### src/rtl/pool2_stream_reader_pkg.sv
// Shared layer constants for the CNN result-BRAM readers and a word-address helper.
`default_nettype none

package pool2_stream_reader_pkg;

  localparam int DATA_SIZE              = 16;
  localparam int CONV2_DEEP             = 16;
  localparam int POOL2_OUTPUT           = 5;
  localparam int BRAM_ADDR_W            = 13;
  localparam int POOL1_RESULT_BASE_ADDR = 5880;
  localparam int POOL2_RESULT_BASE_ADDR = 7480;
  localparam int POOL2_WORDS            = CONV2_DEEP * POOL2_OUTPUT * POOL2_OUTPUT;

  // Channel-major flattened word address, truncated to the BRAM address width.
  function automatic logic [BRAM_ADDR_W-1:0] word_addr(input int base, input logic [8:0] idx);
    return BRAM_ADDR_W'(base + int'(idx));
  endfunction

endpackage

`default_nettype wire

### src/rtl/pool2_stream_reader.sv
// Streams the pool2 feature map out of the result BRAM, one outstanding read at a time,
// onto a valid/ready interface feeding the FC layer.
`default_nettype none

module pool2_stream_reader
  import pool2_stream_reader_pkg::*;
#(
  parameter int POOL2_RESULT_BASE = POOL2_RESULT_BASE_ADDR,
  parameter int WORD_COUNT        = POOL2_WORDS,
  parameter int READ_LATENCY      = 3
) (
  input  logic                   clk,
  input  logic                   rst,
  input  logic                   stream_en,
  input  logic [DATA_SIZE-1:0]   result_bram_douta,
  output logic                   result_bram_ena,
  output logic                   result_bram_wea,
  output logic [BRAM_ADDR_W-1:0] result_bram_addra,
  output logic [DATA_SIZE-1:0]   m_data,
  output logic                   m_valid,
  input  logic                   m_ready,
  output logic                   m_last,
  output logic                   stream_finish
);

  localparam logic [4:0] S_IDLE  = 5'b00001;
  localparam logic [4:0] S_ISSUE = 5'b00010;
  localparam logic [4:0] S_WAIT  = 5'b00100;
  localparam logic [4:0] S_OUT   = 5'b01000;
  localparam logic [4:0] S_DONE  = 5'b10000;

  localparam int              WAIT_W    = $clog2(READ_LATENCY + 1);
  localparam logic [WAIT_W-1:0] WAIT_LAST = WAIT_W'(READ_LATENCY - 1);
  localparam logic [8:0]      LAST_IDX  = 9'(WORD_COUNT - 1);

  logic [4:0]             state_q,  state_d;
  logic [8:0]             idx_q,    idx_d;
  logic [WAIT_W-1:0]      wait_q,   wait_d;
  logic                   ena_q,    ena_d;
  logic [BRAM_ADDR_W-1:0] addra_q,  addra_d;
  logic [DATA_SIZE-1:0]   data_q,   data_d;
  logic                   valid_q,  valid_d;
  logic                   last_q,   last_d;
  logic                   finish_q, finish_d;
  logic                   frozen;

  // A dropped enable stalls everything except the final handshake back to idle.
  assign frozen = !stream_en && (state_q != S_DONE);

  always_comb begin
    state_d  = state_q;
    idx_d    = idx_q;
    wait_d   = wait_q;
    ena_d    = ena_q;
    addra_d  = addra_q;
    data_d   = data_q;
    valid_d  = valid_q;
    last_d   = last_q;
    finish_d = finish_q;
    if (!frozen) begin
      case (state_q)
        S_IDLE: begin
          idx_d    = '0;
          wait_d   = '0;
          finish_d = 1'b0;
          state_d  = S_ISSUE;
        end
        S_ISSUE: begin
          ena_d   = 1'b1;
          addra_d = word_addr(POOL2_RESULT_BASE, idx_q);
          wait_d  = '0;
          state_d = S_WAIT;
        end
        S_WAIT: begin
          wait_d = wait_q + 1'b1;
          if (wait_q == WAIT_LAST) begin
            data_d  = result_bram_douta;
            ena_d   = 1'b0;
            valid_d = 1'b1;
            last_d  = (idx_q == LAST_IDX);
            state_d = S_OUT;
          end
        end
        S_OUT: begin
          if (valid_q && m_ready) begin
            valid_d = 1'b0;
            last_d  = 1'b0;
            idx_d   = idx_q + 9'd1;
            if (idx_q == LAST_IDX) begin
              finish_d = 1'b1;
              state_d  = S_DONE;
            end else begin
              state_d = S_ISSUE;
            end
          end
        end
        S_DONE: begin
          ena_d    = 1'b0;
          finish_d = 1'b1;
          if (!stream_en) begin
            finish_d = 1'b0;
            state_d  = S_IDLE;
          end
        end
        default: begin
          ena_d   = 1'b0;
          state_d = S_IDLE;
        end
      endcase
    end
  end

  always_ff @(posedge clk or posedge rst) begin
    if (rst) begin
      state_q  <= S_IDLE;
      idx_q    <= '0;
      wait_q   <= '0;
      ena_q    <= 1'b0;
      addra_q  <= '0;
      data_q   <= '0;
      valid_q  <= 1'b0;
      last_q   <= 1'b0;
      finish_q <= 1'b0;
    end else begin
      state_q  <= state_d;
      idx_q    <= idx_d;
      wait_q   <= wait_d;
      ena_q    <= ena_d;
      addra_q  <= addra_d;
      data_q   <= data_d;
      valid_q  <= valid_d;
      last_q   <= last_d;
      finish_q <= finish_d;
    end
  end

  assign result_bram_ena   = ena_q;
  assign result_bram_wea   = 1'b0;
  assign result_bram_addra = addra_q;
  assign m_data            = data_q;
  assign m_valid           = valid_q;
  assign m_last            = last_q;
  assign stream_finish     = finish_q;

endmodule

`default_nettype wire

### config.mk
export PLATFORM = sky130hd
export DESIGN_NAME = pool2_stream_reader
export DESIGN_NICKNAME = d
export VERILOG_FILES = /design/src/rtl/pool2_stream_reader_pkg.sv /design/src/rtl/pool2_stream_reader.sv
export SDC_FILE = /design/constraint.sdc
export NUM_CORES = 1
export LEC_CHECK = 0
export ABC_AREA = 1
export CELL_PAD_IN_SITES_DETAIL_PLACEMENT = 1
export CELL_PAD_IN_SITES_GLOBAL_PLACEMENT = 1
export CORE_MARGIN = 5
export CORE_UTILIZATION = 36
export CTS_BUF_LIST = sky130_fd_sc_hd__clkbuf_16
export CTS_CLUSTER_SIZE = 12
export DETAILED_ROUTE_END_ITERATION = 7
export PLACE_DENSITY_LB_ADDON = 0.1
export SLEW_MARGIN = 20
export SYNTH_ARGS = -nofsm -noshare
export SYNTH_HDL_FRONTEND = slang
export SYNTH_SLANG_ARGS = --single-unit
### constraint.sdc
create_clock -name clk -period 1.5 [get_ports clk]
set_input_delay 0.3 -clock clk [delete_from_list [all_inputs] [get_ports clk]]
set_output_delay 0.3 -clock clk [all_outputs]
set_load 0.1 [all_outputs]
==> results of run 1 <==
==> worst paths after layout <==
kind	endpoint	slack [ns]	cells past startpoint
setup / recovery	state_q[4]	0.01	8
hold / removal	result_bram_addra[1]	0.36	3
setup reg to reg	state_q[4]	0.01	8
hold reg to reg	wait_q[0]	0.51	1
max in group asynchronous	state_q[0]	0.84	3
min in group clk	wait_q[0]	0.51	1
==> cells in the mapped netlist <==
cell type / count
a21oi_1: 1
buf_2: 2
buf_4: 4
buf_6: 1
clkbuf_1: 1
conb_1: 1
dfrtp_1: 46
dfstp_2: 1
ha_1: 4
inv_1: 23
inv_2: 3
nand2_1: 102
nand2_2: 3
nand2_4: 1
nand3_1: 20
nand3_2: 1
nand3_4: 1
nand4_1: 7
nand4_4: 1
nor2_1: 11
nor2_2: 2
nor2_4: 3
nor2_8: 1
nor3b_1: 1
o21ai_0: 15
o21ai_1: 14
xnor2_1: 1
xor2_1: 5
==> critical path: stages (launching register included) <==
cell and delay [ns]:
dfrtp_2 0.43, nor2_4 0.17, buf_6 0.13, nand3_4 0.09, nand2_8 0.11, nand2_8 0.09
nor2_4 0.21, nand2_2 0.08, o21ai_1 0.08
==> registers in the layout, summed over array words and instances (netlist names) <==
name               flops
m_last                 1
result_bram_ena        1
idx_q                  9
wait_q                 2
m_valid                1
state_q                5
stream_finish          1
m_data                16
result_bram_addra     11
==> per-layer routing <==
metal	vias to the layer above	part of all wire, %
met2	57	50
met1	1023	41
met5	-	0
met3	9	7.7
li1	1045	-
met4	0	1.3
==> repair_timing <==
| action | in CTS | in global routing |
|---|---|---|
| gates resized for setup | 11 | 28 |
| gates cloned | 1 | 1 |
| setup endpoints to repair | 24 | 46 |
| hold buffers | 0 | 0 |
| pin swaps | 7 | 6 |
| buffers inserted | 7 | 3 |
==> cell type report <==
class                   instances  area share (%)
inverters                      26            2.73
clock inverters                 3           0.433
well taps                      77            2.56
multi-input cells             196            28.7
clock buffers                   5            3.33
repair buffers                 84            30.7
flip-flops and latches         47            31.5
==> report_power, final <==
group | internal [mW] | leakage [nW] | total [mW] | switching, mW
clock | 0.609 | 0.0710 | 1.09 | 0.485
combinational | 0.924 | 1.12 | 2.47 | 1.54
sequential | 1.44 | 0.628 | 1.62 | 0.177
total | 2.98 | 1.82 | 5.18 | 2.21
==> per-stage QoR <==
step                util (%)  cells  cell area [um^2]  setup slack [ns]
finish                  59.9    438              3760            0.0129
global route            59.9    438              3760           -0.0614
CTS                     57.8    434              3630          0.000479
detailed placement      54.2    419              3400            -0.134
global placement        54.2    419              3400           -0.0850
floorplan                  -    276              2310           -0.0155
==> cells by family (layout without fill, tap and decap cells) <==
kind of cell,Yosys count,in the layout,share of synthesized area [%]
buf+inv,34,118,6.62
xor+xnor,6,6,2.28
compound gates,30,30,6.51
flops,47,47,51.0
fa+ha+maj,4,4,2.17
simple gates,154,155,31.2
other cells,1,1,0.163
==> results by group, run 1 <==
Timing
  • Clock Skew: approximately 0.007 ns
  • Tmin final: between 1 and 1.5 ns
  • Endpoints failing setup: 0
  • RSZ-0062 raised after global routing: yes
  • Fin. max-slew vios: 0
  • Fin. Hold Viols: 0
  • Fmax: 0.672 GHz
  • Worst hold slack: between 0.3 and 0.4 ns
  • Tcrit/Tclk final: between 90% and 100%
  • Fin Setup TNS: 0 ns

Finish
  • Commonest non-fill, non-tap cell in the layout: nand2_1
  • FF/Latch Area: 0.00118 mm^2
  • Most frequent cells in the layout: nand2_1 (97), dfrtp_1 (40), buf_12 (36), buf_4 (26)
  • Layout cell share with drive strength beyond 1: between 30% and 40%
  • Nets: 384
  • Syn-to-layout area delta: 62.9%
  • Fillers: 709
  • Antenna Cells: 0
  • Multi-input logic area: about 0.0011 mm^2

Die
  • Starting Density: between 30% and 40%
  • Die width: roughly 90 um
  • Core area: approximately 0.0063 mm^2
  • I/O pin cnt: between 50 and 60
  • Die area: 0.00811 mm^2
  • Row count: 29
  • Die Y: 90.1 um

Critical path
  • Critical Path Source: state_q[1]
  • Critical Path RT: between 1.5 and 2 ns
  • Startpoint class of the critical path: flop
  • Crit end category: flop
  • WS Path Type: reg -> reg
  • Critical path arrival: ~1.7 ns
  • RR Startpoint: state_q[1]
  • Worst-path fanout max: 6

Synthesis
  • Cells after synthesis: between 200 and 300
  • Post-synthesis sequential area ratio: 51.0%
  • Largest area contributor in the netlist: dfrtp_1
  • Post-synth cell types: 28
  • Post-Syn Area per Cell: roughly 8.4 um^2
  • Syn nets: 300
  • Ys Warns: 0
  • Top post-synthesis cells by area: dfrtp_1 (50%), nand2_1 (17%), nand3_1 (4.3%), inv_1 (3.7%), o21ai_0 (3.3%)
  • Top-area cell type share of the netlist area: between 40 and 50%
  • Seq cells post-synth: 47
  • Netlist Area Pre-Place: 0.00231 mm^2

Run status
  • Outcome: finished clean

CTS
  • CTS tree: built
  • Clk sink count: 47
  • Clk buf depth: 2
  • H-tree levels: 2
  • TritonCTS Buffers: 5
  • Worst skew pair latency: a little under 0.3 ns
  • Root buffer cell: clkbuf_16
  • Clock-pin slew on the worst setup and hold paths: 0.07 ns

Route
  • 1st-pass router iterations: 4
  • Vias after detailed routing: 2134
  • Routed WL: a little over 7 mm
  • 1st-iter DRT viols: 107
  • Drt wl/cell: ~16 um
  • DRC errors left: 0
  • DRT antenna net count: 0
  • Avg Vias per Cell: about 4.9

Global route
  • GRT overflow: 0
  • Initial antenna violation count: 0
  • First-pass GRT wire length: about 11 mm
  • Largest net degree at the start of global routing: 48
  • Met3 Usage GRT: about 7.1%
  • Gr usage total: between 10% and 20%
  • Vias in the first global route: about 2300
  • Met1 Use GR: between 20 and 25%
  • Grt peak-use layer: met2
  • Routing usage on met2: between 20% and 30%

Power and ir drop
  • Leakage power: between 1.5 and 2 nW
  • Peak supply drop: ~1100 uV
  • Tot Pwr: between 5 and 6 mW
  • PD cells: roughly 1400 mW/mm^2

Run
  • Max_cap viols: 0

Placed design
  • DP HPWL: 4.62 mm
  • I/O Buffers: between 50 and 60
  • Placer Congestion: between 0.7 and 0.8

Worst hold path
  • Hold WC Path Type: in -> async
(Power assumes the default switching activity.)
==> inputs of run 2 (changes only) <==
--- a/config.mk
+++ b/config.mk
@@ -9,10 +9,11 @@
 export CELL_PAD_IN_SITES_DETAIL_PLACEMENT = 1
 export CELL_PAD_IN_SITES_GLOBAL_PLACEMENT = 1
 export CORE_MARGIN = 5
-export CORE_UTILIZATION = 36
+export CORE_UTILIZATION = 42
 export CTS_BUF_LIST = sky130_fd_sc_hd__clkbuf_16
 export CTS_CLUSTER_SIZE = 12
 export DETAILED_ROUTE_END_ITERATION = 7
+export DONT_BUFFER_PORTS = 1
 export PLACE_DENSITY_LB_ADDON = 0.1
 export SLEW_MARGIN = 20
 export SYNTH_ARGS = -nofsm -noshare
==> run 2 against run 1 <==
The run now ends with negative setup slack left. Critical path depth did not move. Clock skew fell by 0.0013 ns. Sequential power fell by 6%. Combinational power fell by 16%. Clock power fell by 5%. First-iteration DRC count fell by 20%. Cell area fell by 19%. Final cell count fell by 7.3%. Largest power group unchanged. Setup slack got worse by 0.055 ns. Die area fell by 13%. Global-route usage rose by 1.5 points.
==> results by group, run 2 (synthesis results as in run 1) <==
Timing
  • Fin Setup TNS: -0.0423 ns
  • Fmax: roughly 0.65 GHz
  • Setup ws final: -0.0423 ns
  • Tmin final: between 1.5 and 2 ns
  • Tcrit/Tclk final: 103%
  • Endpoints failing setup: 1
  • Clock Skew: approximately 0.0058 ns
  • Worst hold slack: roughly 0.13 ns
  • Fin. max-slew vios: 0
  • RSZ-0062 raised after global routing: yes
  • Fin. Hold Viols: 0

Die
  • Die Y: 84.1 um
  • Die width: 84.1 um
  • Row count: 27
  • Die area: 0.00708 mm^2
  • Starting Density: between 40% and 50%
  • Core area: 0.00541 mm^2
  • I/O pin cnt: between 50 and 60

CTS
  • Clk buf depth: 2
  • TritonCTS Buffers: 5
  • CTS tree: built
  • Clock-pin slew on the worst setup and hold paths: 0.06 ns
  • H-tree levels: 2
  • Clk sink count: between 40 and 50
  • Worst skew pair latency: between 0.2 and 0.3 ns
  • Root buffer cell: clkbuf_16

Critical path
  • WS Path Type: reg -> reg
  • Startpoint class of the critical path: flop
  • Crit end category: flop
  • Critical path arrival: between 1.5 and 2 ns
  • RR Startpoint: idx_q[0]
  • Worst-path fanout max: 3
  • Critical Path Source: idx_q[0]
  • Critical Path RT: approximately 1.7 ns

Route
  • Avg Vias per Cell: roughly 5.2
  • Vias after detailed routing: around 2100
  • Drt wl/cell: 16.5 um
  • Routed WL: approximately 6.7 mm
  • DRC errors left: 0
  • 1st-pass router iterations: 4
  • DRT antenna net count: 0
  • 1st-iter DRT viols: 86

Finish
  • Fin util: between 50% and 60%
  • Commonest non-fill, non-tap cell in the layout: nand2_1
  • Max reg flops: 16
  • Fillers: ~670
  • Most frequent cells in the layout: nand2_1 (100), buf_4 (51), dfrtp_1 (42), inv_1 (18), nand3_1 (18)
  • Final instance count without filler cells: between 400 and 500
  • Finished Cell Area: ~0.0030 mm^2
  • Nets: about 360
  • Antenna Cells: 0
  • Multi-input logic area: between 0.001 and 0.0015 mm^2
  • Syn-to-layout area delta: 32.0%
  • Layout cell share with drive strength beyond 1: roughly 29%
  • FF/Latch Area: 0.00118 mm^2

Power and ir drop
  • Peak supply drop: around 950 uV
  • Reg power frac: between 30% and 40%
  • Switch Pwr: roughly 2.1 mW
  • Leakage power: between 1.5 and 2 nW
  • Combinational power share: between 40% and 50%
  • Sw Share: around 45%
  • PD cells: about 1500 mW/mm^2
  • Share of power burned in the clock network: 22.5%
  • Internal power component: between 2 and 3 mW

Run status
  • Failing checks: negative setup slack
  • Outcome: finished, violations left

Worst hold path
  • Hold WC Path Type: in -> reg
  • HP Start: result_bram_douta[5]

Global route
  • GRT overflow: 0
  • Largest net degree at the start of global routing: 23
  • Initial antenna violation count: 0
  • Vias in the first global route: about 2300
  • Gr usage total: between 10% and 20%
  • First-pass GRT wire length: 10.7 mm

Placed design
  • Placer Congestion: approximately 0.85
  • Placed Instances: 384
  • I/O Buffers: 0
  • Area after DPL: about 0.0027 mm^2
  • DP HPWL: between 4 and 5 mm

Run
  • Max_cap viols: 0
==> run 2: changes by cell type in the layout (fill, tap and decap cells not counted), sizes merged <==
cell           change
buf                -8
clkbuf             -1
clkdlybuf4s50     -19
clkinv             +1
dlygate4sd3        +1
inv                -1
==> run 2: layer usage <==
metal / routed length, um / global-route usage (%)
met1: 2580 / 20.8
met4: 185 / 7.46
met3: 540 / 6.02
met5: 0 / 0
met2: 3410 / 33.6
==> run 2: path summary, 6_finish.rpt <==
| check | to | slack [ns] | cells after the start |
|---|---|---|---|
| worst max-delay path | state_q[1] | -0.04 | 8 |
| worst min-delay path | m_data[5] | 0.13 | 2 |
| worst max register to register | state_q[1] | -0.04 | 8 |
| worst min register to register | result_bram_addra[9] | 0.49 | 2 |
| max in group asynchronous | m_data[15] | 0.53 | 3 |
| min in group asynchronous | result_bram_addra[4] | 0.46 | 2 |
==> run 2: worst max-delay path, stage by stage (launching register included) <==
cell	delay, ns
dfrtp_1	0.39
ha_1	0.25
nand3_2	0.14
inv_2	0.11
nand3_1	0.11
nand2_1	0.16
nand2_1	0.09
nand2_1	0.10
nand2_1	0.07
==> run 2: metrics by stage <==
step / worst slack [ns] / total power, mW
final: -0.0423 / 4.65
after global routing: -0.181 / 4.87
after CTS: 0.00637 / 4.49
after floorplan: -0.0155 / 2.89
after detailed placement: -0.0212 / 3.33
after global placement: 0.0152 / 3.29
==> run 2: what timing repair did <==
item,in CTS,in global routing
buffers inserted,4,8
pin swaps,6,7
cloned,1,0
endpoints found under the setup margin,14,46
hold buffers,1,0
endpoints found under the hold margin,13,0
resized for setup,7,24
==> run 2: layout make-up <==
| class | instances | area share (%) |
|---|---|---|
| Clock inverter | 3 | 0.370 |
| Clock buffer | 5 | 4.11 |
| Multi-Input combinational cell | 196 | 34.6 |
| Inverter | 26 | 3.57 |
| Timing Repair Buffer | 57 | 15.6 |
| Sequential cell | 47 | 38.8 |
| Tap cell | 72 | 2.96 |
==> run 2: power by group through the flow <==
stage / combinational [mW] / sequential [mW] / clock (mW)
after global placement: 1.75 / 1.54 / 0
after CTS: 1.89 / 1.53 / 1.07
after detailed placement: 1.78 / 1.55 / 0
final: 2.07 / 1.53 / 1.04
after floorplan: 0.536 / 2.35 / 0
after global routing: 2.18 / 1.56 / 1.13
==> inputs of run 3 (changes only) <==
--- a/config.mk
+++ b/config.mk
@@ -15,6 +15,7 @@
 export DETAILED_ROUTE_END_ITERATION = 7
 export DONT_BUFFER_PORTS = 1
 export PLACE_DENSITY_LB_ADDON = 0.1
+export SKIP_CTS_REPAIR_TIMING = 1
 export SLEW_MARGIN = 20
 export SYNTH_ARGS = -nofsm -noshare
 export SYNTH_HDL_FRONTEND = slang
==> run 3 against run 2 <==
The flow still finishes with violations (negative setup slack). Worst hold slack worse by 0.0025 ns. Clock skew is 0.00075 ns lower. First-iteration DRC count stayed put. Flip-flop and latch count stayed put. Register-to-register slack hardly changed. Via count is 2.1% lower. Fmax is 0.47% higher. Routed wire length is 2.2% lower. Largest power group unchanged.
==> results by group, run 3 (synthesis results as in run 1) <==
Power and ir drop
  • Tot Pwr: 4.67 mW
  • Peak supply drop: around 960 uV
  • PD cells: approximately 1500 mW/mm^2
  • Leakage power: 1.59 nW

Global route
  • Vias in the first global route: 2235
  • Largest net degree at the start of global routing: 23
  • First-pass GRT wire length: ~10 mm
  • GRT overflow: 0
  • Gr usage total: 18.4%
  • Initial antenna violation count: 0

Route
  • DRC errors left: 0
  • 1st-pass router iterations: 4
  • Avg Vias per Cell: 5.08
  • 1st-iter DRT viols: 86
  • Routed WL: between 6 and 7 mm
  • Drt wl/cell: roughly 16 um
  • Vias after detailed routing: between 2000 and 2500
  • DRT antenna net count: 0

Finish
  • Max reg flops: 16
  • Antenna Cells: 0
  • Syn-to-layout area delta: 32.9%
  • Commonest non-fill, non-tap cell in the layout: nand2_1
  • Nets: approximately 360
  • Finished Cell Area: about 0.003 mm^2
  • Layout cell share with drive strength beyond 1: a little under a third
  • Most frequent cells in the layout: nand2_1 (99), buf_4 (52), dfrtp_1 (40), o21ai_1 (19), inv_1 (18)

CTS
  • Clk buf depth: 2
  • H-tree levels: 2
  • TritonCTS Buffers: 5
  • Clock-pin slew on the worst setup and hold paths: approximately 0.06 ns
  • Clk sink count: 47
  • Root buffer cell: clkbuf_16
  • CTS tree: built
  • Worst skew pair latency: just under 0.3 ns

Timing
  • Tcrit/Tclk final: 102%
  • Fmax: between 0.6 and 0.7 GHz
  • Tmin final: 1.53 ns
  • Setup ws final: -0.0350 ns
  • Fin. max-slew vios: 0
  • Endpoints failing setup: 6
  • Fin. Hold Viols: 0
  • Clock Skew: approximately 0.005 ns
  • RSZ-0062 raised after global routing: yes

Critical path
  • WS Path Type: reg -> reg
  • Setup slack, reg-to-reg: -0.03 ns
  • Startpoint class of the critical path: flop
  • Worst-path fanout max: 7
  • Critical Path RT: roughly 1.7 ns
  • Reg2Reg Depth: 8
  • Crit end category: flop
  • Critical path arrival: around 1.7 ns

Die
  • Die width: about 84 um
  • Die Y: 84.1 um
  • Row count: 27
  • Starting Density: roughly 43%
  • I/O pin cnt: 54
  • Die area: between 0.007 and 0.008 mm^2
  • Core area: 0.00541 mm^2

Placed design
  • Area after DPL: ~0.0027 mm^2
  • DP HPWL: between 4 and 5 mm
  • I/O Buffers: 0
  • Placer Congestion: 0.849

Worst hold path
  • Hold WC Path Type: in -> reg
  • Hold path cells: 2

Run
  • Max_cap viols: 0

Run status
  • Failing checks: negative setup slack
  • Outcome: finished, violations left
## run 3: final timing paths
check	startpoint	end
worst min-delay path	result_bram_douta[11]	m_data[11]
worst max register to register	state_q[0]	state_q[1]
max in group asynchronous	rst	m_data[15]
worst min register to register	result_bram_ena	result_bram_ena
worst max-delay path	state_q[0]	state_q[1]
min in group asynchronous	rst	idx_q[2]
## run 3: area by class of cell
class	count	area, um^2
inverters	26	106
repair buffers	58	492
clock inverters	3	11.3
flip-flops and latches	47	1180
fillers	663	2340
multi-input cells	196	1060
clock buffers	5	125
well taps	72	90.1
## run 3: critical path, cell delays in order, from the launching register on
cell	delay, ns
dfstp_2	0.56
nor2_4	0.06
buf_4	0.14
nand3_4	0.14
clkinvlp_4	0.17
nand2_2	0.11
nand2_1	0.06
nand2_1	0.09
nand2_1	0.07
## run 3: report_power, final
| group | total, mW | leakage [nW] | switching, mW | internal [mW] |
|---|---|---|---|---|
| clock network | 1.05 | 0.0701 | 0.447 | 0.600 |
| logic | 2.07 | 0.891 | 1.51 | 0.563 |
| registers | 1.55 | 0.628 | 0.108 | 1.44 |
| total | 4.67 | 1.59 | 2.06 | 2.60 |
## run 3: metrics by stage
step           TNS (ns)  hold WS (ns)  setup WS (ns)  utilization (%)  instances
6_report        -0.0836         0.127        -0.0350             56.7        407
5_1_grt           -2.17         0.126         -0.136             56.7        407
4_1_cts          -0.570        -0.101        -0.0831             52.7        392
3_5_place_dp    -0.0608         0.201        -0.0212             50.2        384
3_3_place_gp          0         0.194         0.0152             50.2        384
2_1_floorplan   -0.0310         0.417        -0.0155                -        276
## run 3: routing by layer
metal | global-route usage (%) | part of all wire (%)
met5 | 0 | 0
met2 | 32.1 | 49
met3 | 6.12 | 7.2
met4 | 6.87 | 3.3
met1 | 20.8 | 40
